<file path="config.mk">
export PLATFORM = sky130hd
export DESIGN_NAME = ifetch_queue
export DESIGN_NICKNAME = d
export VERILOG_FILES = /design/src/rtl/ifq_pkg.sv /design/src/rtl/ifq_fifo.sv /design/src/rtl/ifetch_queue.sv
export SDC_FILE = /design/constraint.sdc
export NUM_CORES = 1
export LEC_CHECK = 0
export BUFFER_PORTS_ARGS = -buffer_cell sky130_fd_sc_hd__buf_2
export CORE_UTILIZATION = 60
export DETAILED_ROUTE_END_ITERATION = 8
export PLACE_DENSITY = 0.82
export SLEW_MARGIN = 15
export SYNTH_ARGS = -nofsm -noshare
export SYNTH_HDL_FRONTEND = slang
export SYNTH_HIERARCHICAL = 1
export SYNTH_SLANG_ARGS = --single-unit
</file>
<file path="constraint.sdc">
create_clock -name clk_i -period 6.6 [get_ports clk_i]
set_input_delay 0 -clock clk_i [delete_from_list [all_inputs] [get_ports clk_i]]
set_output_delay 0 -clock clk_i [all_outputs]
set_load 0.1 [all_outputs]
</file>
<file path="src/rtl/ifq_pkg.sv">
// Shared types and constants for the instruction-fetch queue.
package ifq_pkg;

    localparam logic [31:0] INSTR_BYTES   = 32'd4;
    localparam logic [31:0] PC_ALIGN_MASK = 32'hFFFF_FFFC;

    typedef struct packed {
        logic [31:0] pc;
        logic [31:0] instr;
    } ifq_entry_t;

    typedef enum logic [0:0] {
        FETCH = 1'b0,
        DRAIN = 1'b1
    } ifq_state_e;

endpackage

</file>
<file path="src/rtl/ifq_fifo.sv">
// Synchronous in-order FIFO of {pc, instr} entries with flush and head read.
module ifq_fifo
    import ifq_pkg::*;
#(
    parameter int unsigned DEPTH = 4
) (
    input  logic                       clk_i,
    input  logic                       rst_i,
    input  logic                       flush_i,
    input  logic                       push_i,
    input  ifq_entry_t                 push_data_i,
    input  logic                       pop_i,
    output logic [$clog2(DEPTH+1)-1:0] count_o,
    output logic                       empty_o,
    output ifq_entry_t                 head_o
);
    localparam int unsigned PW = $clog2(DEPTH);
    localparam int unsigned CW = $clog2(DEPTH + 1);

    ifq_entry_t    mem [DEPTH];
    logic [PW-1:0] head_ptr;
    logic [PW-1:0] tail_ptr;
    logic [CW-1:0] count;

    // NOTE: storage is deliberately not reset; count gates every read, so stale contents are never visible.
    always_ff @(posedge clk_i) begin
        if (push_i) begin
            mem[tail_ptr] <= push_data_i;
        end
    end

    // NOTE: sequential state uses non-blocking assignments so every register samples pre-edge values.
    always_ff @(posedge clk_i) begin
        if (rst_i || flush_i) begin
            head_ptr <= '0;
            tail_ptr <= '0;
            count    <= '0;
        end else begin
            if (push_i) begin
                tail_ptr <= tail_ptr + 1'b1;
            end
            if (pop_i) begin
                head_ptr <= head_ptr + 1'b1;
            end
            count <= count + CW'(push_i) - CW'(pop_i);
        end
    end

    assign count_o = count;
    assign empty_o = (count == '0);
    assign head_o  = mem[head_ptr];

endmodule

</file>
<file path="src/rtl/ifetch_queue.sv">
// Decoupled fetch front end: credit-limited requests, in-order response queue, redirect flush.
// Optional IFQ_BYPASS_EN presents a response to decode in its arrival cycle when the queue is empty.
module ifetch_queue
    import ifq_pkg::*;
#(
    parameter int unsigned DEPTH    = 4,
    parameter logic [31:0] RESET_PC = 32'h0000_0000
) (
    input  logic                       clk_i,
    input  logic                       rst_i,
    output logic                       imem_req_o,
    output logic [31:0]                imem_addr_o,
    input  logic                       imem_gnt_i,
    input  logic                       imem_rvalid_i,
    input  logic [31:0]                imem_rdata_i,
    input  logic                       redirect_i,
    input  logic [31:0]                redirect_pc_i,
    output logic                       instr_valid_o,
    output logic [31:0]                instr_o,
    output logic [31:0]                instr_pc_o,
    input  logic                       instr_ready_i,
    output logic [$clog2(DEPTH+1)-1:0] q_count_o
);
    localparam int unsigned CW      = $clog2(DEPTH + 1);
    localparam logic [CW:0] CREDITS = (CW+1)'(DEPTH);

    ifq_state_e    state;
    logic [31:0]   fetch_pc;
    logic [31:0]   resp_pc;
    logic [31:0]   redirect_target;
    logic [CW-1:0] outstanding;
    logic [CW-1:0] outstanding_next;
    logic [CW-1:0] drop_cnt;
    logic [CW-1:0] drop_next;
    logic [CW-1:0] occupancy;
    logic          gnt_acc;
    logic          rsp_acc;
    logic          rsp_live;
    logic          bypass;
    logic          push;
    logic          pop;
    logic          fifo_empty;
    ifq_entry_t    head;
    ifq_entry_t    push_entry;

    assign redirect_target = redirect_pc_i & PC_ALIGN_MASK;

    // Queued plus in-flight words never exceed DEPTH, so the queue cannot overflow.
    assign imem_req_o  = !rst_i && (state == FETCH)
                         && (({1'b0, occupancy} + {1'b0, outstanding}) < CREDITS);
    assign imem_addr_o = fetch_pc;
    assign gnt_acc     = imem_req_o && imem_gnt_i;

    // A response with nothing outstanding belongs to a request issued before reset.
    assign rsp_acc  = imem_rvalid_i && (outstanding != '0);
    assign rsp_live = rsp_acc && (drop_cnt == '0) && !redirect_i;

    assign outstanding_next = outstanding + CW'(gnt_acc) - CW'(rsp_acc);

    always_comb begin
        // NOTE: every always_comb output gets a default first so no path can infer a latch.
        drop_next = drop_cnt;
        if (redirect_i) begin
            drop_next = outstanding_next;
        end else if (rsp_acc && (drop_cnt != '0)) begin
            drop_next = drop_cnt - 1'b1;
        end
    end

`ifdef IFQ_BYPASS_EN
    assign bypass = rsp_live && fifo_empty && instr_ready_i;
`else
    assign bypass = 1'b0;
`endif

    assign push       = rsp_live && !bypass;
    assign pop        = !fifo_empty && instr_ready_i && !redirect_i;
    assign push_entry = '{pc: resp_pc, instr: imem_rdata_i};

    ifq_fifo #(
        .DEPTH(DEPTH)
    ) u_fifo (
        .clk_i      (clk_i),
        .rst_i      (rst_i),
        .flush_i    (redirect_i),
        .push_i     (push),
        .push_data_i(push_entry),
        .pop_i      (pop),
        .count_o    (occupancy),
        .empty_o    (fifo_empty),
        .head_o     (head)
    );

    always_ff @(posedge clk_i) begin
        if (rst_i) begin
            state       <= FETCH;
            fetch_pc    <= RESET_PC;
            resp_pc     <= RESET_PC;
            outstanding <= '0;
            drop_cnt    <= '0;
        end else begin
            outstanding <= outstanding_next;
            drop_cnt    <= drop_next;
            if (redirect_i) begin
                fetch_pc <= redirect_target;
                resp_pc  <= redirect_target;
            end else begin
                if (gnt_acc) begin
                    fetch_pc <= fetch_pc + INSTR_BYTES;
                end
                if (rsp_live) begin
                    resp_pc <= resp_pc + INSTR_BYTES;
                end
            end
            // Stay in DRAIN until every stale response has been swallowed.
            if (redirect_i || (state == DRAIN)) begin
                state <= (drop_next != '0) ? DRAIN : FETCH;
            end
        end
    end

    always_comb begin
        instr_valid_o = !fifo_empty;
        instr_o       = '0;
        instr_pc_o    = '0;
        if (bypass) begin
            instr_valid_o = 1'b1;
            instr_o       = imem_rdata_i;
            instr_pc_o    = resp_pc;
        end else if (!fifo_empty) begin
            instr_o    = head.instr;
            instr_pc_o = head.pc;
        end
    end

    assign q_count_o = occupancy;

endmodule

</file>
### Word level (Yosys, flattened, before mapping)

Memory sizes are Yosys's and may differ from the RTL's. A register that Yosys moved wholly into a read port is not among the register bits.
Cells that the tools add are included.
W data, S select, Z words.

| word-level totals | value |
|---|---|
| logic and storage cells | 58 |
| output and inout port bits | 101 |
| bits in registers | 78 |
| bits in writable memories | 256 |
| memories kept | 1 |
| bits of input ports | 70 |

| cells by class | value |
|---|---|
| mux-type cells | 13 |
| reduce and logical (&&, ||, !) cells | 22 |
| bitwise logic cells | 1 |
| add/sub/neg operators | 10 |
| order comparisons | 1 |

Memories:

| memory | words | width | rd ports | clocked after memory_dff | wr ports | RTL line | RTL |
|---|---|---|---|---|---|---|---|
| u_fifo.mem | 4 | 64 | 1 | 1 | 1 | ifq_fifo.sv:20 | `ifq_entry_t mem [DEPTH];` |

Operator list:

| operator | number |
|---|---|
| $mux W32 | 6 |
| $add A32 B3 Y32 const B | 2 |
| $logic_and A1 B1 Y1 | 9 |
| $reduce_bool A3 Y1 | 3 |
| $add A3 B1 Y3 | 2 |
| $logic_not A3 Y1 | 2 |
| $mux W3 | 2 |
| $sub A3 B1 Y3 | 2 |
| $add A2 B1 Y2 const B | 2 |
| $add A3 B3 Y4 | 1 |
| $lt A4 B3 Y1 const B | 1 |
| $mux W2 | 2 |
| $reduce_bool A2 Y1 | 2 |
| $logic_not A1 Y1 | 3 |
| $mux W1 | 3 |
| $sub A3 B1 Y3 const B | 1 |
| $logic_or A1 B1 Y1 | 2 |
| $reduce_or A2 Y1 | 1 |
| $not A1 Y1 | 1 |

### Depth between registers and ports, before layout

| logic depth | value |
|---|---|
| word-level depth | 9 |
| depth in mapped cells | 12 |
| mapped depth without buffers | 11 |

### Hierarchy

Netlist, hierarchy kept.

By module, submodules not included:

| module | area an instance (um^2) | sequential area each (um^2) | times used | cells each |
|---|---|---|---|---|
| ifq_fifo | 9755.6 | 7867.5 | 1 | 379 |
| ifetch_queue | 4758.3 | 1341.3 | 1 | 621 |

### Least setup slack after synthesis

No wires, ideal clock.

| path | value |
|---|---|
| kind | flip-flop to flip-flop |
| start point | register u_fifo.count[2], in the netlist u_fifo/count_o[2] |
| end point | register state |
| path slack | 2.968 ns |
| library setup time | 0.091 ns |
| arrival time | 3.541 ns |
| period minus slack after synthesis | 3.632 ns |
| data required time | 6.509 ns |
| path buffers | 1 |
| cell stages (with the launch flop) | 13 |
| cell sequence | dfxtp_1 ha_1 nor2_1 nand4_1 clkbuf_1 ha_1 inv_1 ha_1 fa_1 xnor2_1 xnor2_1 o211a_1 a311oi_1 |

| between the ends | value |
|---|---|
| longest elaborated chain between the ends | 9 |

Ends and longest elaborated chain:

| item | RTL line | RTL |
|---|---|---|
| start, declared | ifq_fifo.sv:23 | `logic [CW-1:0] count;` |
| start signal, assigned | ifq_fifo.sv:45 | `count <= count + CW'(push_i) - CW'(pop_i);` |
| $add A3 B3 Y4 | ifetch_queue.sv:50 | `&& (({1'b0, occupancy} + {1'b0, outstanding}) < CREDITS);` |
| $lt A4 B3 Y1 | ifetch_queue.sv:50 |  |
| $logic_and A1 B1 Y1 | ifetch_queue.sv:50 |  |
| $logic_and A1 B1 Y1 | ifetch_queue.sv:52 | `assign gnt_acc = imem_req_o && imem_gnt_i;` |
| $add A3 B1 Y3 | ifetch_queue.sv:58 | `assign outstanding_next = outstanding + CW'(gnt_acc) - CW'(rsp_acc);` |
| $sub A3 B1 Y3 | ifetch_queue.sv:58 |  |
| $mux W3 | ifetch_queue.sv:63 | `if (redirect_i) begin` |
| $reduce_bool A3 Y1 | ifetch_queue.sv:117 | `state <= (drop_next != '0) ? DRAIN : FETCH;` |
| $mux W1 | ifetch_queue.sv:117 |  |
| end signal, assigned | ifetch_queue.sv:117 |  |
| end, declared | ifetch_queue.sv:27 | `ifq_state_e state;` |

No other way between the ends.
A chain may end at the register's enable or synchronous reset.

### Worst setup path in the final report

| path | value |
|---|---|
| start point | register outstanding[2] |
| end point | register state |

| between the ends | value |
|---|---|
| longest elaborated chain between the ends | 9 |
| elaborated cells between the ends (all ways) | 13 |
| those cells by class | 3 x add/sub; 1 x order compare; 3 x mux; 6 x reduce/logical |

Ends and longest elaborated chain:

| item | RTL line | RTL |
|---|---|---|
| start, declared | ifetch_queue.sv:31 | `logic [CW-1:0] outstanding;` |
| start signal, assigned | ifetch_queue.sv:102 | `outstanding <= outstanding_next;` |
| $add A3 B3 Y4 | ifetch_queue.sv:50 |  |
| $lt A4 B3 Y1 | ifetch_queue.sv:50 |  |
| $logic_and A1 B1 Y1 | ifetch_queue.sv:50 |  |
| $logic_and A1 B1 Y1 | ifetch_queue.sv:52 |  |
| $add A3 B1 Y3 | ifetch_queue.sv:58 |  |
| $sub A3 B1 Y3 | ifetch_queue.sv:58 |  |
| $mux W3 * | ifetch_queue.sv:63 |  |
| $reduce_bool A3 Y1 * | ifetch_queue.sv:117 |  |
| $mux W1 * | ifetch_queue.sv:117 |  |

Every way passes the cells marked *; elsewhere a longest branch is shown, timed or not.

==> results.toml <==
[sta]
rsz0062_at_grt = "false"
min_period_ns = 3.384
finalSetupViolations = 0
hold_slack_ns = 0.06071
layout_setup_ws_ns = 3.216
timing.fmax_mhz = 295.5
timing.slew.headroom_pct = 18.95
timing_max_transition_violations_final = 0
max_slew.worst_pin.slew_ns = 1.205
timing.clock.skew_ns = 0.01634
final.period_utilization_pct = 51.28
finalSetupTns_ns = 0
timing.final.hold_violations = 0

[final_layout]
share_of_post_route_cells_with_drive_strength_above_1_pct = 24.06
final.fill_count = 1492
antenna_cells_inserted = 0
design.final.nets = 1311
utilization_pct = 72.53
area_delta_synth_final_pct = 18.00

[synth]
syn-instance-count = 1000
synthTopCellsByArea = "sky130_fd_sc_hd__edfxtp_1 53%, sky130_fd_sc_hd__dfxtp_1 10%, sky130_fd_sc_hd__mux4_2 9.3%"
synthDistinctLibCells = 69
syn-mean-instance-area_um2 = 14.51
synth_edf_count = 256
synth-main-ff-cell = "sky130_fd_sc_hd__edfxtp_1"
synth-seq-area-share_pct = 63.45
synth_top_cell_by_area = "sky130_fd_sc_hd__edfxtp_1"
synth.yosys.warnings = 6
ys_seq_elements = 332
synth.cells.most_frequent = "256 x sky130_fd_sc_hd__edfxtp_1, 76 x sky130_fd_sc_hd__dfxtp_1, 73 x sky130_fd_sc_hd__nor2b_1"
post_synth_instance_area_um2 = 14510
synth_top_area_share_pct = 52.97
postSynth.asyncResetShare_pct = 0
synthMostInstantiatedCell = "sky130_fd_sc_hd__edfxtp_1"

[placement]
detailed_placer_s_ending_hpwl_um = 18780
place_congestion = 0.8868
dp_worst_setup_slack_ns = 3.238
port_buffers = 166

[drt]
detail_route.wl_per_cell_um = 20.31
firstDrtPassIters = 5
detail-route-antenna-nets = 0
drt-initial-drc-count = 954
num_vias = 9473
total_wire_length_after_detailed_routing_um = 31880
routed_via_density = 6.034
drc = 0

[floorplanning]
die_w_um = 157.5
placement_rows = 56
initial_core_util_pct = 61.47
floorplan.die.height_um = 157.5
fp.coreArea_um2 = 23610
top_level_port_count = 171
die_ar_um2 = 24820

[critical_path]
timing.critical_path.from_type = "register"
required_ns = 7.02
critical_path_arrival_ns = 3.80
critical_path.most_common_cell = "sky130_fd_sc_hd__ha_1"
timing.critical_path.max_delay_family = "adder cells"
regToRegSetupSlack_ns = 3.22
critical_path.n_buffers_inverters = 1
max_stage_delay_ns = 0.50
critPathKind = "reg -> reg"
cp_max_fo = 13
critical_path.reg2reg.startpoint = "outstanding[2]"
crit_slowest_cell = "sky130_fd_sc_hd__nand4_1"
endpoint_kind = "register"
reg2reg_depth = 11
crit_chain = "ha_1 > nor2_1 > nand4_1 > ha_1 > inv_1 > ha_1 > fa_1 > xnor2_1 > xnor2_1 > o211a_1 > a311oi_1"
rr_endpoint = "state"

[clock_network]
postCtsSetupBuffers = 0
cts.htree.levels = 2
clock-root-buffer = "sky130_fd_sc_hd__clkbuf_16"
clockBufferDepth = 3
cts_repair_resize_count = 0
cts_inserted_buffers = 34
cts_tree = "done"
clkSinkCount = 332
clkTransAtPathRegs_ns = 0.06
clock_insertion_delay_at_the_later_pin_of_the_skew_report_ns = 0.51

[outcome]
status = "completed"

[global_routing]
global_route.usage.total_pct = 26.52
via_count_of_the_first_global_routing_pass = 9210
global_route_wire_length_before_repair_um = 49880
antenna_found_initial = 0
grt_overflow = 0
maximum_number_of_pins_on_one_net_before_global_route_repair = 93

[worst_hold_path]
worstHoldEndpoint = "drop_cnt[2]"
worstHoldPathType = "in -> reg"
worstHoldPathCells = 2
min-delay-start = "rst_i"

[power]
p_total_w = 0.004925
power_density_of_the_placed_cells_nw_per_um2 = 287.6
max-vdd-ir-drop_mv = 0.1667
power.leakage_nw = 6.077

[flow_run]
max_cap_viol_count = 0
## cell families (layout without fill, tap and decap cells)
kind of cell / Yosys count / after routing / synth area share [%]
AOI/OAI and AO/OA: 145 / 145 / 7.491
other: 1 / 10 / 0.02584
adders and majority gates: 16 / 16 / 1.483
xor gates and xnor gates: 12 / 12 / 0.8276
DFF: 332 / 332 / 63.45
muxes: 66 / 66 / 10.17
and+or+nand+nor: 322 / 322 / 12.66
buffers and inverters: 106 / 348 / 3.897
## routing by layer
layer  global-route usage [%]  wire length (um)  share of wire, %  up-vias
met5                        0                 0                 0        -
met4                    6.380               469               1.5        0
met3                    4.020              2321               7.3       32
met2                    44.77             15870                50      428
met1                    36.38             13220                41     4644
li1                         -                 -                 -     4369
## metrics by stage
step,cells,area [um2]
finish,1570,17130
global route,1570,17130
CTS,1570,17130
detailed placement,1442,15470
global placement,1442,15470
floorplan,1009,14550
## registers in the layout (all words and copies together), names as in the netlist, named ones only
register,flops
resp_pc,30
u_fifo/count_o,3
imem_addr_o,30
u_fifo/tail_ptr,2
u_fifo/head_ptr,2
outstanding,3
u_fifo/mem,256
state,1
drop_cnt,3
## cell usage in the layout (no fill, tap or decap), types with 14 or more instances in the layout
| cell type | Yosys | layout |
|---|---|---|
| sky130_fd_sc_hd__nor2_1 | 42 | 42 |
| sky130_fd_sc_hd__ha_1 | 14 | 14 |
| sky130_fd_sc_hd__inv_1 | 43 | 43 |
| sky130_fd_sc_hd__nand2_1 | 33 | 33 |
| sky130_fd_sc_hd__nor2b_1 | 73 | 73 |
| sky130_fd_sc_hd__nand3_1 | 21 | 21 |
| sky130_fd_sc_hd__mux4_2 | 60 | 60 |
| sky130_fd_sc_hd__edfxtp_1 | 256 | 256 |
| sky130_fd_sc_hd__o31a_1 | 20 | 20 |
| sky130_fd_sc_hd__clkbuf_16 | 0 | 34 |
| sky130_fd_sc_hd__a211oi_1 | 21 | 21 |
| sky130_fd_sc_hd__dlygate4sd3_1 | 0 | 66 |
| sky130_fd_sc_hd__nor3_1 | 28 | 27 |
| sky130_fd_sc_hd__nand4_1 | 27 | 27 |
| sky130_fd_sc_hd__a21oi_1 | 25 | 25 |
| sky130_fd_sc_hd__nor4_1 | 30 | 30 |
| sky130_fd_sc_hd__and3_1 | 14 | 14 |
| sky130_fd_sc_hd__dfxtp_1 | 76 | 74 |
| sky130_fd_sc_hd__buf_2 | 10 | 165 |
## worst reg2reg max path, cell delays in order, from the launching register on
cell and delay [ns]:
sky130_fd_sc_hd__dfxtp_1 0.40, sky130_fd_sc_hd__ha_1 0.27, sky130_fd_sc_hd__nor2_1 0.33, sky130_fd_sc_hd__nand4_1 0.50, sky130_fd_sc_hd__ha_1 0.48, sky130_fd_sc_hd__inv_1 0.04, sky130_fd_sc_hd__ha_1 0.18, sky130_fd_sc_hd__fa_1 0.38
sky130_fd_sc_hd__xnor2_1 0.15, sky130_fd_sc_hd__xnor2_1 0.14, sky130_fd_sc_hd__o211a_1 0.23, sky130_fd_sc_hd__a311oi_1 0.21
## report_power, final
part	total [W]	switching, W	internal (W)	leakage (nW)
combinational	0.000769	0.000545	0.000224	2.64
clock	0.00173	0.000772	0.000958	0.487
sequential	0.00243	0.0000770	0.00235	2.95
total	0.00493	0.00139	0.00353	6.08
## final cells by class
| type | instances | area, um2 | area share [%] |
|---|---|---|---|
| Clock buffer | 42 | 880.8 | 5.143 |
| Clock inverter | 20 | 115.1 | 0.6721 |
| Inverter | 44 | 165.2 | 0.9643 |
| Multi-Input combinational cell | 571 | 4783 | 27.93 |
| Sequential cell | 332 | 9214 | 53.80 |
| Tap cell | 319 | 399.1 | 2.331 |
| Timing Repair Buffer | 242 | 1569 | 9.161 |
## worst max path at each step
stage                 startpoint     to  slack, ns  cells after the start
3_5_place_dp   u_fifo/count_o[2]  state       3.24                     11
6_report          outstanding[2]  state       3.22                     11
2_1_floorplan  u_fifo/count_o[2]  state       2.97                     12
3_3_place_gp      outstanding[2]  state       3.27                     11
5_1_grt        u_fifo/count_o[2]  state       2.96                     11
4_1_cts        u_fifo/count_o[2]  state       3.21                     11
## timing repair
item                                    in CTS  in global routing
endpoints found under the setup margin       0                  0
endpoints found under the hold margin      186                  0
hold buffers                                66                  0
(Power assumes the default switching activity.)
